### config.mk
export PLATFORM = sky130hd
export DESIGN_NAME = yutorina_pipe_ctrl_flat
export DESIGN_NICKNAME = d
export VERILOG_FILES = /design/src/rtl/yutorina_pipe_ctrl_pkg.sv /design/src/rtl/yutorina_pipe_ctrl_if.sv /design/src/rtl/yutorina_exc_spr.sv /design/src/rtl/yutorina_pipe_ctrl.sv /design/src/flat_wrapper.sv
export SDC_FILE = /design/constraint.sdc
export NUM_CORES = 1
export LEC_CHECK = 0
export CAP_MARGIN = 0
export CORE_ASPECT_RATIO = 1.4
export CORE_MARGIN = 5
export CORE_UTILIZATION = 42
export DETAILED_ROUTE_END_ITERATION = 8
export GPL_TIMING_DRIVEN = 0
export PLACE_DENSITY_LB_ADDON = 0.12
export RECOVER_POWER = 50
export SLEW_MARGIN = 15
export SYNTH_ARGS = -nofsm -noshare
export SYNTH_HDL_FRONTEND = slang
export SYNTH_HIERARCHICAL = 1
export SYNTH_SLANG_ARGS = --single-unit
### constraint.sdc
create_clock -name clk -period 4.3 [get_ports clk]
set_input_delay 0.43 -clock clk [delete_from_list [all_inputs] [get_ports clk]]
set_output_delay 0.43 -clock clk [all_outputs]
set_load 0.1 [all_outputs]
### src/rtl/yutorina_pipe_ctrl_pkg.sv
// Shared types and constants for the pipeline sequencer.
// Define YUTORINA_PIPE_CTRL_IRQ_EN to enable external interrupt handling.
package yutorina_pipe_ctrl_pkg;

    localparam int ADDR_W = 30;
    localparam int EXP_W  = 3;
    localparam int IRQ_CH = 8;

    localparam logic [ADDR_W-1:0] EXC_VEC = 30'h0000100;

    typedef enum logic [1:0] {
        ST_RUN    = 2'd0,
        ST_TRAP   = 2'd1,
        ST_RETURN = 2'd2
    } state_e;

    localparam logic [2:0] SPR_STATUS     = 3'd0;
    localparam logic [2:0] SPR_PRE_STATUS = 3'd1;
    localparam logic [2:0] SPR_EPC        = 3'd2;
    localparam logic [2:0] SPR_EXP_CODE   = 3'd3;
    localparam logic [2:0] SPR_INT_MASK   = 3'd4;

    localparam logic [EXP_W-1:0] EXP_NONE    = 3'd0;
    localparam logic [EXP_W-1:0] EXP_EXT_INT = 3'd1;

    localparam logic MODE_KERNEL = 1'b0;
    localparam logic MODE_USER   = 1'b1;

    typedef struct packed {
        logic ie;
        logic mode;
    } status_t;

endpackage

### src/rtl/yutorina_pipe_ctrl_if.sv
// Pipeline-facing bundle of the sequencer: hazard/exception inputs,
// SPR access and per-stage stall/flush/redirect outputs.
interface yutorina_pipe_ctrl_if;
    import yutorina_pipe_ctrl_pkg::*;

    logic              if_busy;
    logic              mem_busy;
    logic              ld_haz;
    logic              mem_en_;
    logic [ADDR_W-1:0] mem_pc;
    logic [EXP_W-1:0]  mem_exp_code;
    logic              mem_eret;
    logic [IRQ_CH-1:0] irq;
    logic              spr_we_;
    logic [2:0]        spr_w_addr;
    logic [31:0]       spr_w_data;
    logic [2:0]        spr_r_addr;
    logic [31:0]       spr_r_data;
    logic              if_stall, id_stall, ex_stall, mem_stall;
    logic              if_flush, id_flush, ex_flush, mem_flush;
    logic [ADDR_W-1:0] new_pc;
    logic              mode;

    modport master (
        output if_busy, mem_busy, ld_haz, mem_en_, mem_pc,
        output mem_exp_code, mem_eret, irq,
        output spr_we_, spr_w_addr, spr_w_data, spr_r_addr,
        input  spr_r_data,
        input  if_stall, id_stall, ex_stall, mem_stall,
        input  if_flush, id_flush, ex_flush, mem_flush,
        input  new_pc, mode
    );

    modport slave (
        input  if_busy, mem_busy, ld_haz, mem_en_, mem_pc,
        input  mem_exp_code, mem_eret, irq,
        input  spr_we_, spr_w_addr, spr_w_data, spr_r_addr,
        output spr_r_data,
        output if_stall, id_stall, ex_stall, mem_stall,
        output if_flush, id_flush, ex_flush, mem_flush,
        output new_pc, mode
    );

endinterface

### src/rtl/yutorina_exc_spr.sv
// Exception SPR file (STATUS, PRE_STATUS, EPC, EXP_CODE, INT_MASK).
// INT_MASK only exists with YUTORINA_PIPE_CTRL_IRQ_EN; otherwise it reads 0.
module yutorina_exc_spr
    import yutorina_pipe_ctrl_pkg::*;
(
    input  logic              clk_i,
    input  logic              rst_i,
    input  logic              we_i,
    input  logic [2:0]        waddr_i,
    input  logic [31:0]       wdata_i,
    input  logic              trap_i,
    input  logic [EXP_W-1:0]  code_i,
    input  logic [ADDR_W-1:0] pc_i,
    input  logic              eret_i,
    input  logic [2:0]        raddr_i,
    output logic [31:0]       rdata_o,
    output status_t           status_o,
    output logic [ADDR_W-1:0] epc_o,
    output logic [IRQ_CH-1:0] mask_o
);

    status_t           status_q, status_d;
    status_t           pre_q, pre_d;
    logic [ADDR_W-1:0] epc_q, epc_d;
    logic [EXP_W-1:0]  code_q, code_d;
    logic [IRQ_CH-1:0] mask_q;

    // Trap/ERET commit overrides a same-cycle software write.
    always_comb begin
        status_d = status_q;
        pre_d    = pre_q;
        epc_d    = epc_q;
        code_d   = code_q;
        if (we_i) begin
            unique case (waddr_i)
                SPR_STATUS:     status_d = status_t'(wdata_i[1:0]);
                SPR_PRE_STATUS: pre_d    = status_t'(wdata_i[1:0]);
                SPR_EPC:        epc_d    = wdata_i[ADDR_W-1:0];
                SPR_EXP_CODE:   code_d   = wdata_i[EXP_W-1:0];
                default: ;
            endcase
        end
        if (trap_i) begin
            epc_d    = pc_i;
            code_d   = code_i;
            pre_d    = status_q;
            status_d = '0;
        end else if (eret_i) begin
            status_d = pre_q;
        end
    end

    always_ff @(posedge clk_i) begin
        if (rst_i) begin
            status_q <= '0;
            pre_q    <= '0;
            epc_q    <= '0;
            code_q   <= EXP_NONE;
        end else begin
            status_q <= status_d;
            pre_q    <= pre_d;
            epc_q    <= epc_d;
            code_q   <= code_d;
        end
    end

`ifdef YUTORINA_PIPE_CTRL_IRQ_EN
    logic [IRQ_CH-1:0] mask_d;

    always_comb begin
        mask_d = mask_q;
        if (we_i && waddr_i == SPR_INT_MASK)
            mask_d = wdata_i[IRQ_CH-1:0];
    end

    always_ff @(posedge clk_i) begin
        if (rst_i) mask_q <= '1;
        else       mask_q <= mask_d;
    end
`else
    assign mask_q = '0;
`endif

    always_comb begin
        rdata_o = '0;
        unique case (raddr_i)
            SPR_STATUS:     rdata_o = 32'(status_q);
            SPR_PRE_STATUS: rdata_o = 32'(pre_q);
            SPR_EPC:        rdata_o = 32'(epc_q);
            SPR_EXP_CODE:   rdata_o = 32'(code_q);
            SPR_INT_MASK:   rdata_o = 32'(mask_q);
            default:        rdata_o = '0;
        endcase
    end

    assign status_o = status_q;
    assign epc_o    = epc_q;
    assign mask_o   = mask_q;

endmodule

### src/rtl/yutorina_pipe_ctrl.sv
// Pipeline sequencer: stage stall/flush, redirect PC and trap/ERET FSM.
// Build with YUTORINA_PIPE_CTRL_IRQ_EN to let irq lines raise traps.
module yutorina_pipe_ctrl
    import yutorina_pipe_ctrl_pkg::*;
(
    input  logic                 clk,
    input  logic                 rst,
    yutorina_pipe_ctrl_if.slave  bus
);

    state_e            state_q;
    status_t           status;
    logic [ADDR_W-1:0] epc;
    logic [IRQ_CH-1:0] mask;
    logic              busy, irq_take, exc, eret;
    logic              sel_busy, sel_exc, sel_eret, sel_ld;
    logic              run, trap_go, eret_go;
    logic [EXP_W-1:0]  code;
    logic [3:0]        stall, flush;
    logic [ADDR_W-1:0] new_pc;

    assign busy = bus.if_busy | bus.mem_busy;

`ifdef YUTORINA_PIPE_CTRL_IRQ_EN
    assign irq_take = status.ie & |(bus.irq & ~mask);
`else
    logic unused_irq;
    assign unused_irq = ^{bus.irq, mask, status.ie};
    assign irq_take   = 1'b0;
`endif

    assign exc  = !bus.mem_en_ && (bus.mem_exp_code != EXP_NONE || irq_take);
    assign eret = !bus.mem_en_ && bus.mem_eret;
    assign code = (bus.mem_exp_code != EXP_NONE) ? bus.mem_exp_code
                                                 : EXP_EXT_INT;

    // Mutually exclusive selects encode the RUN-state priority.
    assign sel_busy = busy;
    assign sel_exc  = !busy && exc;
    assign sel_eret = !busy && !exc && eret;
    assign sel_ld   = !busy && !exc && !eret && bus.ld_haz;

    assign run     = (state_q == ST_RUN) && !rst;
    assign trap_go = run && sel_exc;
    assign eret_go = run && sel_eret;

    always_comb begin
        stall  = '0;
        flush  = '0;
        new_pc = '0;
        if (!rst) begin
            unique case (state_q)
                ST_RUN: begin
                    unique case (1'b1)
                        sel_busy: stall = 4'b1111;
                        sel_exc: begin
                            flush  = 4'b1111;
                            new_pc = EXC_VEC;
                        end
                        sel_eret: begin
                            flush  = 4'b1111;
                            new_pc = epc;
                        end
                        sel_ld: begin
                            stall = 4'b1000;
                            flush = 4'b0100;
                        end
                        default: ;
                    endcase
                end
                ST_TRAP, ST_RETURN: stall = 4'b1000;
                default: ;
            endcase
        end
    end

    always_ff @(posedge clk) begin
        if (rst) begin
            state_q <= ST_RUN;
        end else begin
            unique case (state_q)
                ST_RUN: begin
                    if (trap_go)      state_q <= ST_TRAP;
                    else if (eret_go) state_q <= ST_RETURN;
                end
                ST_TRAP, ST_RETURN: state_q <= ST_RUN;
                default:            state_q <= ST_RUN;
            endcase
        end
    end

    yutorina_exc_spr u_spr (
        .clk_i   (clk),
        .rst_i   (rst),
        .we_i    (!bus.spr_we_ && !busy),
        .waddr_i (bus.spr_w_addr),
        .wdata_i (bus.spr_w_data),
        .trap_i  (trap_go),
        .code_i  (code),
        .pc_i    (bus.mem_pc),
        .eret_i  (eret_go),
        .raddr_i (bus.spr_r_addr),
        .rdata_o (bus.spr_r_data),
        .status_o(status),
        .epc_o   (epc),
        .mask_o  (mask)
    );

    assign {bus.if_stall, bus.id_stall, bus.ex_stall, bus.mem_stall} = stall;
    assign {bus.if_flush, bus.id_flush, bus.ex_flush, bus.mem_flush} = flush;
    assign bus.new_pc = new_pc;
    assign bus.mode   = status.mode;

endmodule
### src/flat_wrapper.sv
// flat-port wrapper written by rule: the top's interface ports become plain ports
module yutorina_pipe_ctrl_flat import yutorina_pipe_ctrl_pkg::*;
  (clk, rst, bus_if_busy, bus_mem_busy, bus_ld_haz, bus_mem_en_, bus_mem_pc, bus_mem_exp_code, bus_mem_eret, bus_irq, bus_spr_we_, bus_spr_w_addr, bus_spr_w_data, bus_spr_r_addr, bus_spr_r_data, bus_if_stall, bus_id_stall, bus_ex_stall, bus_mem_stall, bus_if_flush, bus_id_flush, bus_ex_flush, bus_mem_flush, bus_new_pc, bus_mode);
  yutorina_pipe_ctrl_if bus_i ();
  input  logic clk;
  input  logic rst;
  input wire logic [$bits(bus_i.if_busy)-1:0] bus_if_busy;
  input wire logic [$bits(bus_i.mem_busy)-1:0] bus_mem_busy;
  input wire logic [$bits(bus_i.ld_haz)-1:0] bus_ld_haz;
  input wire logic [$bits(bus_i.mem_en_)-1:0] bus_mem_en_;
  input wire logic [$bits(bus_i.mem_pc)-1:0] bus_mem_pc;
  input wire logic [$bits(bus_i.mem_exp_code)-1:0] bus_mem_exp_code;
  input wire logic [$bits(bus_i.mem_eret)-1:0] bus_mem_eret;
  input wire logic [$bits(bus_i.irq)-1:0] bus_irq;
  input wire logic [$bits(bus_i.spr_we_)-1:0] bus_spr_we_;
  input wire logic [$bits(bus_i.spr_w_addr)-1:0] bus_spr_w_addr;
  input wire logic [$bits(bus_i.spr_w_data)-1:0] bus_spr_w_data;
  input wire logic [$bits(bus_i.spr_r_addr)-1:0] bus_spr_r_addr;
  output wire logic [$bits(bus_i.spr_r_data)-1:0] bus_spr_r_data;
  output wire logic [$bits(bus_i.if_stall)-1:0] bus_if_stall;
  output wire logic [$bits(bus_i.id_stall)-1:0] bus_id_stall;
  output wire logic [$bits(bus_i.ex_stall)-1:0] bus_ex_stall;
  output wire logic [$bits(bus_i.mem_stall)-1:0] bus_mem_stall;
  output wire logic [$bits(bus_i.if_flush)-1:0] bus_if_flush;
  output wire logic [$bits(bus_i.id_flush)-1:0] bus_id_flush;
  output wire logic [$bits(bus_i.ex_flush)-1:0] bus_ex_flush;
  output wire logic [$bits(bus_i.mem_flush)-1:0] bus_mem_flush;
  output wire logic [$bits(bus_i.new_pc)-1:0] bus_new_pc;
  output wire logic [$bits(bus_i.mode)-1:0] bus_mode;
  assign bus_i.if_busy = bus_if_busy;
  assign bus_i.mem_busy = bus_mem_busy;
  assign bus_i.ld_haz = bus_ld_haz;
  assign bus_i.mem_en_ = bus_mem_en_;
  assign bus_i.mem_pc = bus_mem_pc;
  assign bus_i.mem_exp_code = bus_mem_exp_code;
  assign bus_i.mem_eret = bus_mem_eret;
  assign bus_i.irq = bus_irq;
  assign bus_i.spr_we_ = bus_spr_we_;
  assign bus_i.spr_w_addr = bus_spr_w_addr;
  assign bus_i.spr_w_data = bus_spr_w_data;
  assign bus_i.spr_r_addr = bus_spr_r_addr;
  assign bus_spr_r_data = bus_i.spr_r_data;
  assign bus_if_stall = bus_i.if_stall;
  assign bus_id_stall = bus_i.id_stall;
  assign bus_ex_stall = bus_i.ex_stall;
  assign bus_mem_stall = bus_i.mem_stall;
  assign bus_if_flush = bus_i.if_flush;
  assign bus_id_flush = bus_i.id_flush;
  assign bus_ex_flush = bus_i.ex_flush;
  assign bus_mem_flush = bus_i.mem_flush;
  assign bus_new_pc = bus_i.new_pc;
  assign bus_mode = bus_i.mode;
  yutorina_pipe_ctrl u_core (.clk(clk), .rst(rst), .bus(bus_i));
endmodule
After elaboration in Yosys (flattened, before gate mapping)
Cells that the tools add are included.

Register bits: 39. Input bits: 87.

Reduce and logical (&&, ||, !) cells: 37. Eq/ne operators: 8. Multiplexer cells: 25. Bitwise logic cells: 2.

Operators by type and width (number): $mux W30 (5); $pmux W30 S4 (1); $pmux W30 S2 (1); $pmux W4 S2 (3); $reduce_bool A2 Y1 (7); $eq A3 B2 Y1 const B (4); $mux W2 (6); $mux W3 (4); $mux W4 (3); $logic_and A1 B1 Y1 (11); $reduce_and A2 Y1 (4); $reduce_or A2 Y1 (4); $eq A3 B1 Y1 const B (2); $logic_not A1 Y1 (6); $logic_not A3 Y1 (2); $reduce_bool A3 Y1 (1); $reduce_or A3 Y1 (1); $eq A2 B1 Y1 const B (1); $eq A2 B2 Y1 const B (1); $logic_not A2 Y1 (1); $mux W1 (2); $not A1 Y1 (1); $or A1 B1 Y1 (1).

Depth between registers and ports, before layout
Gate-level depths: netlist of run 1.

Word-level depth: 9. Gate-level depth with buffers: 10. Depth with buffers taken out: 7.

Cells and area by module
Netlist of run 1, hierarchy kept.

Modules (own cells, without submodules): yutorina_exc_spr (area each 2232.1 µm², instances 1, seq. area each 740.7 µm², cells each 256); yutorina_pipe_ctrl (area each 501.7 µm², instances 1, seq. area each 40.0 µm², cells each 70).

Worst setup path before layout of run 1
No wires, ideal clock.

Path type: reg2out. Start: register u_core.u_spr.status_q (netlist bit u_core/u_spr/status_o[0]). End: output port bus_spr_r_data[0]. Path slack: 1.176 ns. Buffers on the path: 0. Required time: 3.870 ns. Data arrival time: 2.694 ns. Cell stages (with the launch flop): 3. Cell sequence: dfxtp_1 mux4_2 nor2b_1.

Word-level cells in the longest chain between the ends: 1.

Ends and longest elaborated chain: from (decl) (line yutorina_exc_spr.sv:22) `status_t status_q, status_d;`; from (signal assigned) (line yutorina_exc_spr.sv:60) `status_q <= status_d;`; $pmux W30 S4 (line yutorina_exc_spr.sv:86) `unique case (raddr_i)`; to (decl) (line flat_wrapper.sv:19) `output wire logic [$bits(bus_i.spr_r_data)-1:0] bus_spr_r_data;`.

Every way passes these cells.

Final worst setup path of run 1
Start: input port bus_spr_r_addr[2]. End: output port bus_spr_r_data[7].

Word-level cells in the longest chain between the ends: 2.

Ends and longest elaborated chain: from (decl) (line flat_wrapper.sv:18) `input wire logic [$bits(bus_i.spr_r_addr)-1:0] bus_spr_r_addr;`; $eq A3 B2 Y1, or another cell as far along (line yutorina_exc_spr.sv:86); $pmux W30 S4 * (line yutorina_exc_spr.sv:86).

Every way passes the cells marked *; elsewhere a longest branch is shown, timed or not.

==> impl_metrics.ini, run 1 <==
[run_status]
result_of_the_run = completed

[pwr]
power-per-cell-area_nw_per_um2 = 226
p_clk_frac = 0.348
p_int_w = 0.000671
netSwitchingFraction = 0.293
comb_power_share = 0.246
total_net_switching_power_w = 0.000278
power.ir.vdd_worst_mv = 0.184
seq_power_share = 0.406
power.leakage_nw = 1.69

[timing]
finalWorstSetupSlack_ns = 0.416
period_needed_ns = 3.88
drv_slew = 0
finalSetupTns_ns = 0
final_hold_vio_count = 0
max_slew.worst_pin.slew_ns = 1.02
post-route-period-util = 0.903
grt_setup_unrepaired = false
max_clock_freq_mhz = 257
finClkSkew_ns = 0.00893
slew_headroom = 0.319
final-setup-viol-count = 0

[global_routing]
grt_first_pass_wirelength_mm = 14.3
grt_remaining_overflow = 0
grt_antenna_before_repair = 0
gr-usage-all-layers = 0.214
first_global_vias = 2854
grt_start_max_net_pins = 16

[critical_path]
setup.worst_path.end_class = output pin
path_class = input pin to output pin
critical_path_required_ns = 3.87
worst_ep_arrival_time_ns = 3.45
setup.worst_path.start_class = input pin
crit_startpoint = bus_spr_r_addr[2]
worst_r2r_startpoint = u_core/state_q[0]$_SDFFE_PP0P_
worst_path_max_fanout = 10

[cts]
cts_num_sinks = 39
cts.clk_slew.worst_paths_ns = 0.08
clk_latency_ns = 0.29
htreeDepth = 2
cts.path.max_buffers = 2
ctsHoldBuffers = 0
post_cts.repair.setup_buffers = 0
cts_tree = done
numCtsBuffers = 5
cts-resized-gates = 0
ctsRootBufferMaster = clkbuf_8

[floorplanning]
start_util = 0.430
die_x_um = 77.4
fp.dieArea_um2 = 8080
core_um2 = 6210
dieHeight_um = 104
floorplan.io_pins = 158
rows = 34

[synth]
syn_avg_cell_area_um2 = 8.41
syn_area_um2 = 2670
ys_warn_count = 6
syn_inst = 318

[place]
detailedPlace.worstSlack_ns = 0.381
detailedPlacementHpwl_mm = 7.20
buffer_ports.inserted = 145
gp_congestion = 0.828

[final_layout]
layout-drive-gt1-share = 0.0890
area_growth_pct = 57.2
antennaDiodeCount = 0
finalNetCount = 560

[route]
drt_first_iter_violations = 135
detail_route.vias_per_cell = 5.37
detail_route.first_pass.iterations = 4
vias = 2919
drc_errors = 0
drt-wirelength-per-cell_um = 16.5
final_antenna_net_count = 0
routed_wl_mm = 8.99

[hold_path]
worstHoldStart = u_core/u_spr/epc_o[2]$_SDFFE_PP0P_
hold_class = register to register

[run]
max-cap-violations = 0
[final cells by class]
class,instances,area [um2]
Buffer,34,181
Clock buffer,6,82.6
Clock inverter,2,38.8
Fill cell,573,2010
Inverter,30,113
Multi-Input combinational cell,216,1470
Sequential cell,39,781
Tap cell,72,90.1
Timing Repair Buffer,145,1450
[stage by stage]
stage / utilization / cell area (um2) / cells / hold WS (ns) / power, W
floorplan: - / 2680 / 319 / 0.463 / 0.000535
global placement: 0.679 / 4220 / 536 / 0.482 / 0.000640
detailed placement: 0.679 / 4220 / 536 / 0.492 / 0.000644
CTS: 0.699 / 4340 / 544 / 0.509 / 0.000973
global route: 0.677 / 4200 / 544 / 0.554 / 0.000985
finish: 0.677 / 4200 / 544 / 0.513 / 0.000950
[cells in the final DEF (no fill, tap or decap), types with 3 or more instances in the layout]
cell             count
nor4_1               3
buf_6                3
nor2b_1              3
inv_1               30
buf_2                3
and3_1               3
nor2_1              18
dlygate4sd3_1       16
buf_4                7
or3_1                3
and2_1              47
a2111oi_0           20
dfxtp_1             39
clkbuf_8             6
nor3_1              60
and2_2               9
a2111oi_2            7
nand2_1              4
mux2i_1              8
clkbuf_1            18
a211oi_1             5
clkdlybuf4s50_1    129
[metal layers]
metal / up-vias / global-route usage / part of all wire
li1: 1419 / - / -
met1: 1370 / 0.253 / 0.40
met2: 116 / 0.386 / 0.52
met3: 14 / 0.0373 / 0.058
met4: 0 / 0.0614 / 0.021
met5: - / 0 / 0
[power by group through the flow]
stage | clock, W | combinational (W) | sequential [W]
2_1_floorplan | 0 | 0.000144 | 0.000392
3_3_place_gp | 0 | 0.000247 | 0.000393
3_5_place_dp | 0 | 0.000250 | 0.000394
4_1_cts | 0.000336 | 0.000251 | 0.000386
5_1_grt | 0.000348 | 0.000249 | 0.000388
6_report | 0.000331 | 0.000233 | 0.000386
[worst paths after layout]
path / endpoint / slack [ns] / cells after the start
min reg2reg: u_core/u_spr/epc_o[2]$_SDFFE_PP0P_ / 0.51 / 2
max: bus_spr_r_data[7] / 0.42 / 6
min: u_core/u_spr/epc_o[2]$_SDFFE_PP0P_ / 0.51 / 2
max reg2reg: u_core/u_spr/epc_o[17]$_SDFFE_PP0P_ / 1.50 / 9
[critical path: stages]
cell	delay [ns]
clkdlybuf4s50_1	0.47
nand2b_1	0.19
nor2_1	0.59
clkbuf_1	0.43
and2_1	0.19
clkdlybuf4s50_1	1.15
[state kept, by name, summed over array words and instances (netlist names)]
signal / count
u_core/u_spr/code_q: 3
u_core/u_spr/epc_o: 30
u_core/u_spr/pre_q: 2
u_core/state_q: 2
u_core/u_spr/status_o: 2
(Power assumes the default switching activity.)
==> inputs of run 2 (changes only) <==
Settings changed: CORE_ASPECT_RATIO 1.4 to default, PLACE_DENSITY from default to 0.95, PLACE_DENSITY_LB_ADDON 0.12 to default.
==> run 2 against run 1 <==
Clock power is 2% lower. Clock skew is 0.0014 ns lower. Via count hardly changed. Highest routed layer unchanged. Global-route usage is 1.7 points higher. Non-clock buffer count stayed put. Sequential power hardly changed. Hold slack better by 0.018 ns. Die area is 0.28% lower. Largest power group unchanged. Sequential share of layout area is 0.094 points lower.
==> impl_metrics.ini, run 2 (synthesized netlist as in run 1, its figures left out) <==
[place]
detailedPlacementHpwl_mm = 7.65
buffer_ports.inserted = 145
gp_congestion = 0.926
dpl_cell_area_um2 = 4230

[pwr]
total_power_w = 0.000948
netSwitchingFraction = 0.294
power.leakage_nw = 1.69
comb_power_share = 0.251
total_net_switching_power_w = 0.000279
power.ir.vdd_worst_mv = 0.140
seq_power_share = 0.407
p_clk_frac = 0.341
power-per-cell-area_nw_per_um2 = 224
p_int_w = 0.000669

[final_layout]
fill_cells = 537
layout_commonest_cell = clkdlybuf4s50_1
finalNetCount = 560
area_growth_pct = 58.0
layout.cells.most_common_list = 129 x clkdlybuf4s50_1, 60 x nor3_1, 47 x and2_1
antennaDiodeCount = 0
layout-drive-gt1-share = 0.0953
post-route-cell-area_um2 = 4220
largest_register_ff_count = 30

[cts]
clk_latency_ns = 0.29
ctsHoldBuffers = 0
cts_tree = done
numCtsBuffers = 5
cts.clk_slew.worst_paths_ns = 0.08
cts_num_sinks = 39
cts-resized-gates = 0
cts.path.max_buffers = 2
post_cts.repair.setup_buffers = 0
htreeDepth = 2
ctsRootBufferMaster = clkbuf_8

[global_routing]
grt_remaining_overflow = 0
grt_antenna_before_repair = 0
gr-usage-all-layers = 0.230
first_global_vias = 3145
grt_start_max_net_pins = 16
grt_first_pass_wirelength_mm = 15.4

[route]
drc_errors = 0
routed_wl_mm = 9.64
final_antenna_net_count = 0
detail_route.first_pass.iterations = 4
vias = 2920
drt-wirelength-per-cell_um = 17.6
drt_first_iter_violations = 174
detail_route.vias_per_cell = 5.32

[critical_path]
crit_chain = clkdlybuf4s50_1 -> nand2b_1 -> nor2_1 -> clkbuf_1 -> and2_1 -> clkdlybuf4s50_1
crit_path_frequent_cell = clkdlybuf4s50_1
path_class = input pin to output pin
worst_path_max_fanout = 10
setup.worst_path.end_class = output pin
setup.worst_path.start_class = input pin
regToRegSetupSlack_ns = 1.47
worst_path_max_delay_cell = clkdlybuf4s50_1
worst_r2r_startpoint = u_core/state_q[0]$_SDFFE_PP0P_
critical_path_required_ns = 3.87
cp_slowest_stage_delay_ns = 1.17
timing.reg2reg.worst_path_depth = 9
capture_instance_of_the_worst_register_to_register_path = u_core/u_spr/epc_o[25]$_SDFFE_PP0P_
worst_ep_arrival_time_ns = 3.49

[timing]
finalSetupTns_ns = 0
grt_setup_unrepaired = false
final.hold.worst_slack_ns = 0.531
finClkSkew_ns = 0.00751
period_needed_ns = 3.92
final_hold_vio_count = 0
post-route-period-util = 0.912
max_slew.worst_pin.slew_ns = 1.02
final-setup-viol-count = 0
max_clock_freq_mhz = 255
slew_headroom = 0.317
drv_slew = 0

[floorplanning]
fp.dieArea_um2 = 8060
dieHeight_um = 89.8
core_um2 = 6280
die_x_um = 89.8
start_util = 0.426
rows = 29
floorplan.io_pins = 158

[run]
max-cap-violations = 0

[hold_path]
hold_class = register to register
min_delay_worst_endpoint = u_core/state_q[1]$_SDFFE_PP0P_
worstHoldStart = u_core/state_q[1]$_SDFFE_PP0P_
whs_path_depth = 2

[run_status]
result_of_the_run = completed
==> run 2: cell count changes in the layout (fill, tap and decap cells not counted) <==
cell and delta:
a2111oi_0 -3, a2111oi_2 +3, inv_6 -1, clkinv_2 +1
==> run 2: layout make-up <==
class	count	area [um2]	area share
multi-input cells	216	1480	0.351
repair buffers	145	1450	0.344
flip-flops and latches	39	781	0.185
plain buffers	34	181	0.0430
inverters	30	113	0.0267
well taps	77	96.3	0.0228
clock buffers	6	82.6	0.0195
clock inverters	2	35.0	0.00829
==> run 2: worst max path at each step <==
| stage | startpoint | end | slack, ns | depth (start not counted) |
|---|---|---|---|---|
| finish | bus_spr_r_addr[2] | bus_spr_r_data[4] | 0.38 | 6 |
| global placement | bus_spr_r_addr[2] | bus_spr_r_data[3] | 0.38 | 6 |
| floorplan | u_core/u_spr/status_o[0]$_SDFFE_PP0P_ | bus_spr_r_data[0] | 1.18 | 2 |
| global route | bus_spr_r_addr[1] | bus_spr_r_data[5] | 0.26 | 6 |
| detailed placement | bus_spr_r_addr[1] | bus_spr_r_data[4] | 0.41 | 6 |
| CTS | bus_spr_r_addr[1] | bus_spr_r_data[4] | 0.40 | 6 |
==> run 2: power by group through the flow <==
stage	combinational, W	sequential [W]	clock (W)
3_5_place_dp	0.000252	0.000394	0
5_1_grt	0.000251	0.000388	0.000342
2_1_floorplan	0.000144	0.000392	0
4_1_cts	0.000253	0.000386	0.000327
6_report	0.000238	0.000386	0.000323
3_3_place_gp	0.000246	0.000394	0
==> run 2: worst max-delay path, delay by kind of cell <==
| family | cells | cell delay (ns) |
|---|---|---|
| simple gates | 3 | 0.99 |
| buf+inv | 3 | 2.07 |
==> run 2: through the flow <==
stage / std cells / utilization / setup slack (ns)
6_report: 549 / 0.673 / 0.380
5_1_grt: 549 / 0.673 / 0.262
4_1_cts: 549 / 0.692 / 0.403
3_5_place_dp: 541 / 0.673 / 0.406
3_3_place_gp: 541 / 0.673 / 0.376
2_1_floorplan: 319 / - / 1.18
==> run 2: routing by layer <==
| layer | vias to the layer above | wire length [um] | GRT usage | part of all wire |
|---|---|---|---|---|
| li1 | 1412 | - | - | - |
| met1 | 1369 | 3710 | 0.256 | 0.38 |
| met2 | 123 | 5080 | 0.430 | 0.53 |
| met3 | 16 | 670 | 0.0509 | 0.070 |
| met4 | 0 | 172 | 0.0718 | 0.018 |
| met5 | - | 0 | 0 | 0 |
==> inputs of run 3 (changes only) <==
Settings changed: SETUP_SLACK_MARGIN from default to 0.2.
==> results of run 3 <==
Same layout as run 2: the final DEF is identical, and so are final timing and power.
